[src/rtl/alu_disp_seq.sv]
// rtl/alu_disp_seq.sv - registered ALU with octal/Gray time-multiplexed 7-segment display
// Optional feature macro ALU_OVF_FLAG_EN adds ovf_out and a DP bit (seg_out[7]).
module alu_disp_seq #(
  parameter int W        = 5,
  parameter int NDIG     = 2,
  parameter int SCAN_DIV = 1024
) (
  input  logic            clk,
  input  logic            rst_n,
  input  logic [W-1:0]    a_in,
  input  logic [W-1:0]    b_in,
  input  logic [1:0]      op_in,
  input  logic            mode_in,
  input  logic            start_in,
  output logic            busy_out,
  output logic            done_out,
  output logic [W:0]      result_out,
`ifdef ALU_OVF_FLAG_EN
  output logic            ovf_out,
  output logic [7:0]      seg_out,
`else
  output logic [6:0]      seg_out,
`endif
  output logic [NDIG-1:0] dig_out
);

  localparam int RW = W + 1;
  localparam int DW = 3 * NDIG;
  localparam int CW = $clog2(SCAN_DIV);
  localparam int IW = (NDIG > 1) ? $clog2(NDIG) : 1;

  typedef enum logic [1:0] {IDLE, CALC, DONE} state_t;

  state_t          state;
  logic [W-1:0]    a_r, b_r;
  logic [1:0]      op_r;
  logic            mode_r;
  logic [RW-1:0]   add_res, sub_res, alu_res;
  logic [CW-1:0]   scan_cnt;
  logic [IW-1:0]   dig_idx;
  logic [RW-1:0]   disp_val;
  logic [DW-1:0]   disp_ext;
  logic [2:0]      cur_digit;

  assign add_res = {1'b0, a_r} + {1'b0, b_r};
  assign sub_res = {1'b0, a_r} - {1'b0, b_r};

  always_comb begin
    alu_res = '0;
    case (op_r)
      2'b00:   alu_res = add_res;
      2'b01:   alu_res = sub_res;
      2'b10:   alu_res = {1'b0, a_r & b_r};
      default: alu_res = {1'b0, a_r | b_r};
    endcase
  end

`ifdef ALU_OVF_FLAG_EN
  logic alu_ovf;

  // Signed overflow: operands agree (ADD) or differ (SUB) in sign and the W-bit result disagrees with A.
  always_comb begin
    alu_ovf = 1'b0;
    case (op_r)
      2'b00:   alu_ovf = (a_r[W-1] == b_r[W-1]) && (add_res[W-1] != a_r[W-1]);
      2'b01:   alu_ovf = (a_r[W-1] != b_r[W-1]) && (sub_res[W-1] != a_r[W-1]);
      default: alu_ovf = 1'b0;
    endcase
  end
`endif

  always_ff @(posedge clk or negedge rst_n) begin
    if (!rst_n) begin
      state      <= IDLE;
      a_r        <= '0;
      b_r        <= '0;
      op_r       <= '0;
      mode_r     <= 1'b0;
      busy_out   <= 1'b0;
      done_out   <= 1'b0;
      result_out <= '0;
`ifdef ALU_OVF_FLAG_EN
      ovf_out    <= 1'b0;
`endif
    end else begin
      case (state)
        IDLE: begin
          done_out <= 1'b0;
          if (start_in) begin
            a_r      <= a_in;
            b_r      <= b_in;
            op_r     <= op_in;
            mode_r   <= mode_in;
            busy_out <= 1'b1;
            state    <= CALC;
          end
        end
        CALC: begin
          result_out <= alu_res;
`ifdef ALU_OVF_FLAG_EN
          ovf_out    <= alu_ovf;
`endif
          busy_out   <= 1'b0;
          done_out   <= 1'b1;
          state      <= DONE;
        end
        default: begin
          done_out <= 1'b0;
          busy_out <= 1'b0;
          state    <= IDLE;
        end
      endcase
    end
  end

  function automatic logic [6:0] seg7(input logic [2:0] v);
    case (v)
      3'd0:    seg7 = 7'h3F;
      3'd1:    seg7 = 7'h06;
      3'd2:    seg7 = 7'h5B;
      3'd3:    seg7 = 7'h4F;
      3'd4:    seg7 = 7'h66;
      3'd5:    seg7 = 7'h6D;
      3'd6:    seg7 = 7'h7D;
      default: seg7 = 7'h07;
    endcase
  endfunction

  assign disp_val = mode_r ? (result_out ^ (result_out >> 1)) : result_out;

  always_comb begin
    disp_ext           = '0;
    disp_ext[RW-1:0]   = disp_val;
    cur_digit          = disp_ext[3*int'(dig_idx) +: 3];
  end

  // seg_out and dig_out are both registered from the same dig_idx, so they switch on the same edge.
  always_ff @(posedge clk or negedge rst_n) begin
    if (!rst_n) begin
      scan_cnt <= '0;
      dig_idx  <= '0;
      dig_out  <= NDIG'(1);
`ifdef ALU_OVF_FLAG_EN
      seg_out  <= 8'h3F;
`else
      seg_out  <= 7'h3F;
`endif
    end else begin
      if (scan_cnt == CW'(SCAN_DIV - 1)) begin
        scan_cnt <= '0;
        dig_idx  <= (dig_idx == IW'(NDIG - 1)) ? '0 : dig_idx + 1'b1;
      end else begin
        scan_cnt <= scan_cnt + 1'b1;
      end
      dig_out <= NDIG'(1) << dig_idx;
`ifdef ALU_OVF_FLAG_EN
      seg_out <= {ovf_out, seg7(cur_digit)};
`else
      seg_out <= seg7(cur_digit);
`endif
    end
  end

endmodule

[config.mk]
export PLATFORM = sky130hd
export DESIGN_NAME = alu_disp_seq
export DESIGN_NICKNAME = d
export VERILOG_FILES = /design/src/rtl/alu_disp_seq.sv
export SDC_FILE = /design/constraint.sdc
export NUM_CORES = 1
export LEC_CHECK = 0
export ABC_AREA = 1
export BUFFER_PORTS_ARGS = -buffer_cell sky130_fd_sc_hd__buf_2
export CAP_MARGIN = 5
export CORE_UTILIZATION = 61
export DETAILED_ROUTE_END_ITERATION = 16
export GPL_ROUTABILITY_DRIVEN = 1
export GPL_TIMING_DRIVEN = 0
export PLACE_DENSITY = 0.89
export SYNTH_ARGS = -nofsm -noshare
export SYNTH_HDL_FRONTEND = slang
export SYNTH_SLANG_ARGS = --single-unit
[constraint.sdc]
create_clock -name clk -period 5.4 [get_ports clk]
set_input_delay 0.54 -clock clk [delete_from_list [all_inputs] [get_ports clk]]
set_output_delay 0.54 -clock clk [all_outputs]
set_load 0.01 [all_outputs]
==> results.txt <==
The worst setup path is launched from a register. The synthesized flop and latch total works out to 42. The worst pin sits at a relative slew slack of 40.2%. The most numerous cell type found on the critical path is nand2_1. The proportion of power drawn by the clock network is 14.5%. The total placed instance area is 0.00244 sq mm, and the area of the core region is 0.00342 sq mm.

The cell count along the critical path is 13. The largest area contributor in the synthesized netlist is dfrtp_1. Sorting the synthesized cells by area gives the leading types as dfrtp_1, nand2_1, dfstp_2. The number of pins exceeding their max-slew limit in the final report was 0.

Delay of the slowest cell on the worst path: 0.43 ns. The number of global-route vias before repair came out at 1775. Among all stages on the critical path, the largest delay is contributed by dfrtp_1. The routed wire length was 4200 microns; the mean instance size in the synthesized netlist was 8.50 sq um. The maximum count of clock buffers along a single path is 2. For this run, the top clock speed supported by timing is 488 MHz.

At the pin with the least slew margin, the transition time is 0.897 ns. TritonCTS built the clock tree. The tools report the setup TNS as 0 ns.

In this run switching power makes up 41.2% of total power. The analysis attributes to cell leakage a power of 1.31 nW. Detailed placement finished with a half-perimeter wire length of 3230 microns. The routed layout has 1780 vias. The average wire per standard cell came out at 12.1 microns. The type of the worst setup path was register to register. The number of cells on the worst reg-to-reg path is 13. Total setup buffers inserted after CTS: 0. The clock period could shrink to 2.05 ns. Along the worst path, the maximum fanout reaches 4. The final count of negative-setup-slack endpoints was 0. Cells with a size suffix above 1 make up 23.5% of the layout. From bottom edge to top edge, the die measures 62.4 microns. The logs give 0.310 ns for the final hold slack and 262 for the cell count after synthesis.

Setup repair after global routing left no endpoint under its margin. The worst hold path belongs to the class input pin to async pin. The launch point of the critical path was b_r[0]$_DFFE_PN0P_. In this run the count of I/O pins placed on the die edge is 33. On the critical path the largest part of the delay comes from adder cells. The die covers 0.00390 sq mm. The final antenna-violating net count is 0. Number of antenna cells inserted: 0. Hold repair after CTS inserted 0 buffers. The initial antenna violation count is 0. Gates resized during post-CTS repair numbered 0. Clock root buffer master: clkbuf_4. The clock drives 42 sinks. Synthesis instantiated 31 different standard cells from the library.

The H-tree was split into 2 levels. During synthesis, Yosys emitted a total of 0 warnings. For this configuration, the core starts out at a cell density of 65.2%. For this run, design rule violations remaining after detail routing come to 0. STA classifies the critical path endpoint as a register. The critical path contains buffers and inverters numbering 2 combined.

For the worst setup path, the data required time is 5.65 ns. For the placer congestion estimate, the log shows 0.899. For this block, the initial DRC count from the detailed router was 64. The worst clock skew on the final layout was 0.00717 ns; the clock latency reported for the late side of the worst-skew pair was 0.34 ns. Clock tree synthesis inserted a total of 5 buffers. After routing the design area is 0.00250 sq mm. The part of the power in combinational logic was 44.5%; the share of the clock period used by the worst path was 37.9%.

The initialized floorplan defines 21 standard-cell rows. The net count of the finished layout is 327. In this run the critical register-to-register path is launched from b_r[0]$_DFFE_PN0P_.

The register clock-pin slew on the reported worst setup and hold paths came out at 0.12 ns. Walking the worst path, the cells encountered are inv_1 -> ha_1 -> nand3_1 -> nand2_1 -> xor2_1 -> inv_1 -> ha_1 -> a21oi_1 -> o21ai_0 -> nor2_1 -> nand2_1 -> nand3b_1 -> nand2_1. Count of endpoints failing hold in the final timing report: 0. The logs give 0.659 mW for the internal power component and 47.6% for the sequential cell area fraction in the yosys report. The run finished with clean final reports.

The top-area cell type share of the netlist area was 39.3%. The largest net degree at the start of global routing was 43; the total of max-cap violations was 0. The number of detailed-route iterations in the first pass is 4. Buffers placed on the I/O ports in this run total 32.

Data arrival time at the worst-slack endpoint: 2.30 ns. After synthesis the cells add up to 0.00223 sq mm. The die is 62.4 microns wide. For this design the ratio of total power to cell area is 448 mW/mm^2. After detailed routing, the number of vias per cell comes to 5.11. The sum of internal, switching and leakage power is 1.12 mW. The total track usage came out at 24.2%.

For the wire length of the first global-routing pass, the log shows 7400 microns. The number of nets in the synthesized netlist is 288. For this design the total switching power over the nets is 0.462 mW. Cells fill 73.3% of the core in the end. Compared with the post-synthesis result, the final layout area differs by 12.5%. Power share of the sequential group: 41.0%. The total congestion overflow after global routing was 0; the worst vdd rail ir drop was 0.258 mV.
-- synthesized netlist by cell type --
library cell / n
nand2_1: 63
dfrtp_1: 35
inv_1: 31
o21ai_0: 21
nand3_1: 18
nor2_1: 15
a21oi_1: 13
ha_1: 9
inv_2: 8
dfstp_2: 7
xor2_1: 7
nand2_2: 4
nand3_2: 4
buf_6: 3
nor2_2: 3
xnor2_1: 3
nand4_1: 2
nor3_1: 2
or2_1: 2
a221oi_1: 1
a31oi_1: 1
fa_1: 1
maj3_1: 1
nand2_4: 1
nand3b_1: 1
nand4_2: 1
nor2_4: 1
o211ai_1: 1
o21ai_1: 1
o221ai_1: 1
or2_0: 1
-- cells by family after synthesis --
kind of cell,after synthesis,share of synthesized area [%]
xor+xnor,10,3.93
fa+ha+maj,11,6.40
flops,42,47.6
buf+inv,42,8.09
simple gates,118,24.7
compound gates,39,9.27
-- worst paths after layout --
check	end	slack [ns]
min in group clk	a_r[3]$_DFFE_PN0P_	0.38
setup reg to reg	result_out[5]$_DFFE_PN0P_	3.35
setup / recovery	result_out[5]$_DFFE_PN0P_	3.35
max in group asynchronous	b_r[1]$_DFFE_PN0P_	4.53
hold / removal	scan_cnt[4]$_DFF_PN0_	0.31
hold reg to reg	dig_out[1]$_DFF_PN0_	0.51
-- final cells by class --
type                       count  area, sq um
clock buffer                   7         55.1
fill                         269          911
timing repair buffer          32          160
sequential                    42         1060
inverter                      39          146
tap                           46         57.6
multi-input combinational    178          987
buffer                         3         33.8
clock inverter                 1         5.00
-- state kept, by name, indices dropped and copies added (netlist names), 2 cells and up --
register and count:
a_r 5, b_r 5, dig_out 2, op_r 2
result_out 6, scan_cnt 10, seg_out 7
-- cell usage in the layout, fill, tap and decap left out --
master,Yosys,layout
a21oi_1,13,13
a221oi_1,1,1
a31oi_1,1,1
buf_2,0,32
buf_6,3,3
clkbuf_1,0,1
clkbuf_4,0,5
clkbuf_8,0,1
clkinv_2,0,1
dfrtp_1,35,35
dfstp_2,7,7
fa_1,1,1
ha_1,9,9
inv_1,31,31
inv_2,8,8
maj3_1,1,1
nand2_1,63,63
nand2_2,4,4
nand2_4,1,1
nand3_1,18,18
nand3_2,4,4
nand3b_1,1,1
nand4_1,2,2
nand4_2,1,1
nor2_1,15,15
nor2_2,3,3
nor2_4,1,1
nor3_1,2,2
o211ai_1,1,1
o21ai_0,21,21
o21ai_1,1,1
o221ai_1,1,1
or2_0,1,1
or2_1,2,2
xnor2_1,3,3
xor2_1,7,7
-- power by group through the flow --
stage                     registers [mW]  logic (mW)  clock network [mW]
after global routing               0.472       0.569               0.178
after detailed placement           0.468       0.497                   0
after floorplan                    0.481       0.344                   0
after CTS                          0.461       0.501               0.165
after global placement             0.463       0.475                   0
final                              0.460       0.498               0.163
-- per-stage QoR --
stage	worst slack (ns)	instances
after global placement	3.39	340
after floorplan	3.55	262
after global routing	3.13	348
final	3.35	348
after CTS	3.35	348
after detailed placement	3.36	340
-- layer usage --
layer / vias to the layer above / GRT usage (%) / part of all wire, %
li1: 910 / - / -
met1: 831 / 27.1 / 43
met2: 35 / 45.8 / 54
met3: 4 / 5.47 / 3.0
met4: 0 / 6.40 / 0.76
met5: - / 0 / 0
-- worst reg2reg max path, stage by stage (launching register included) --
cell      delay, ns
dfrtp_1        0.43
inv_1          0.12
ha_1           0.18
nand3_1        0.08
nand2_1        0.09
xor2_1         0.15
inv_1          0.05
ha_1           0.31
a21oi_1        0.16
o21ai_0        0.12
nor2_1         0.10
nand2_1        0.06
nand3b_1       0.07
nand2_1        0.05
Power figures use the tool's default switching activity.
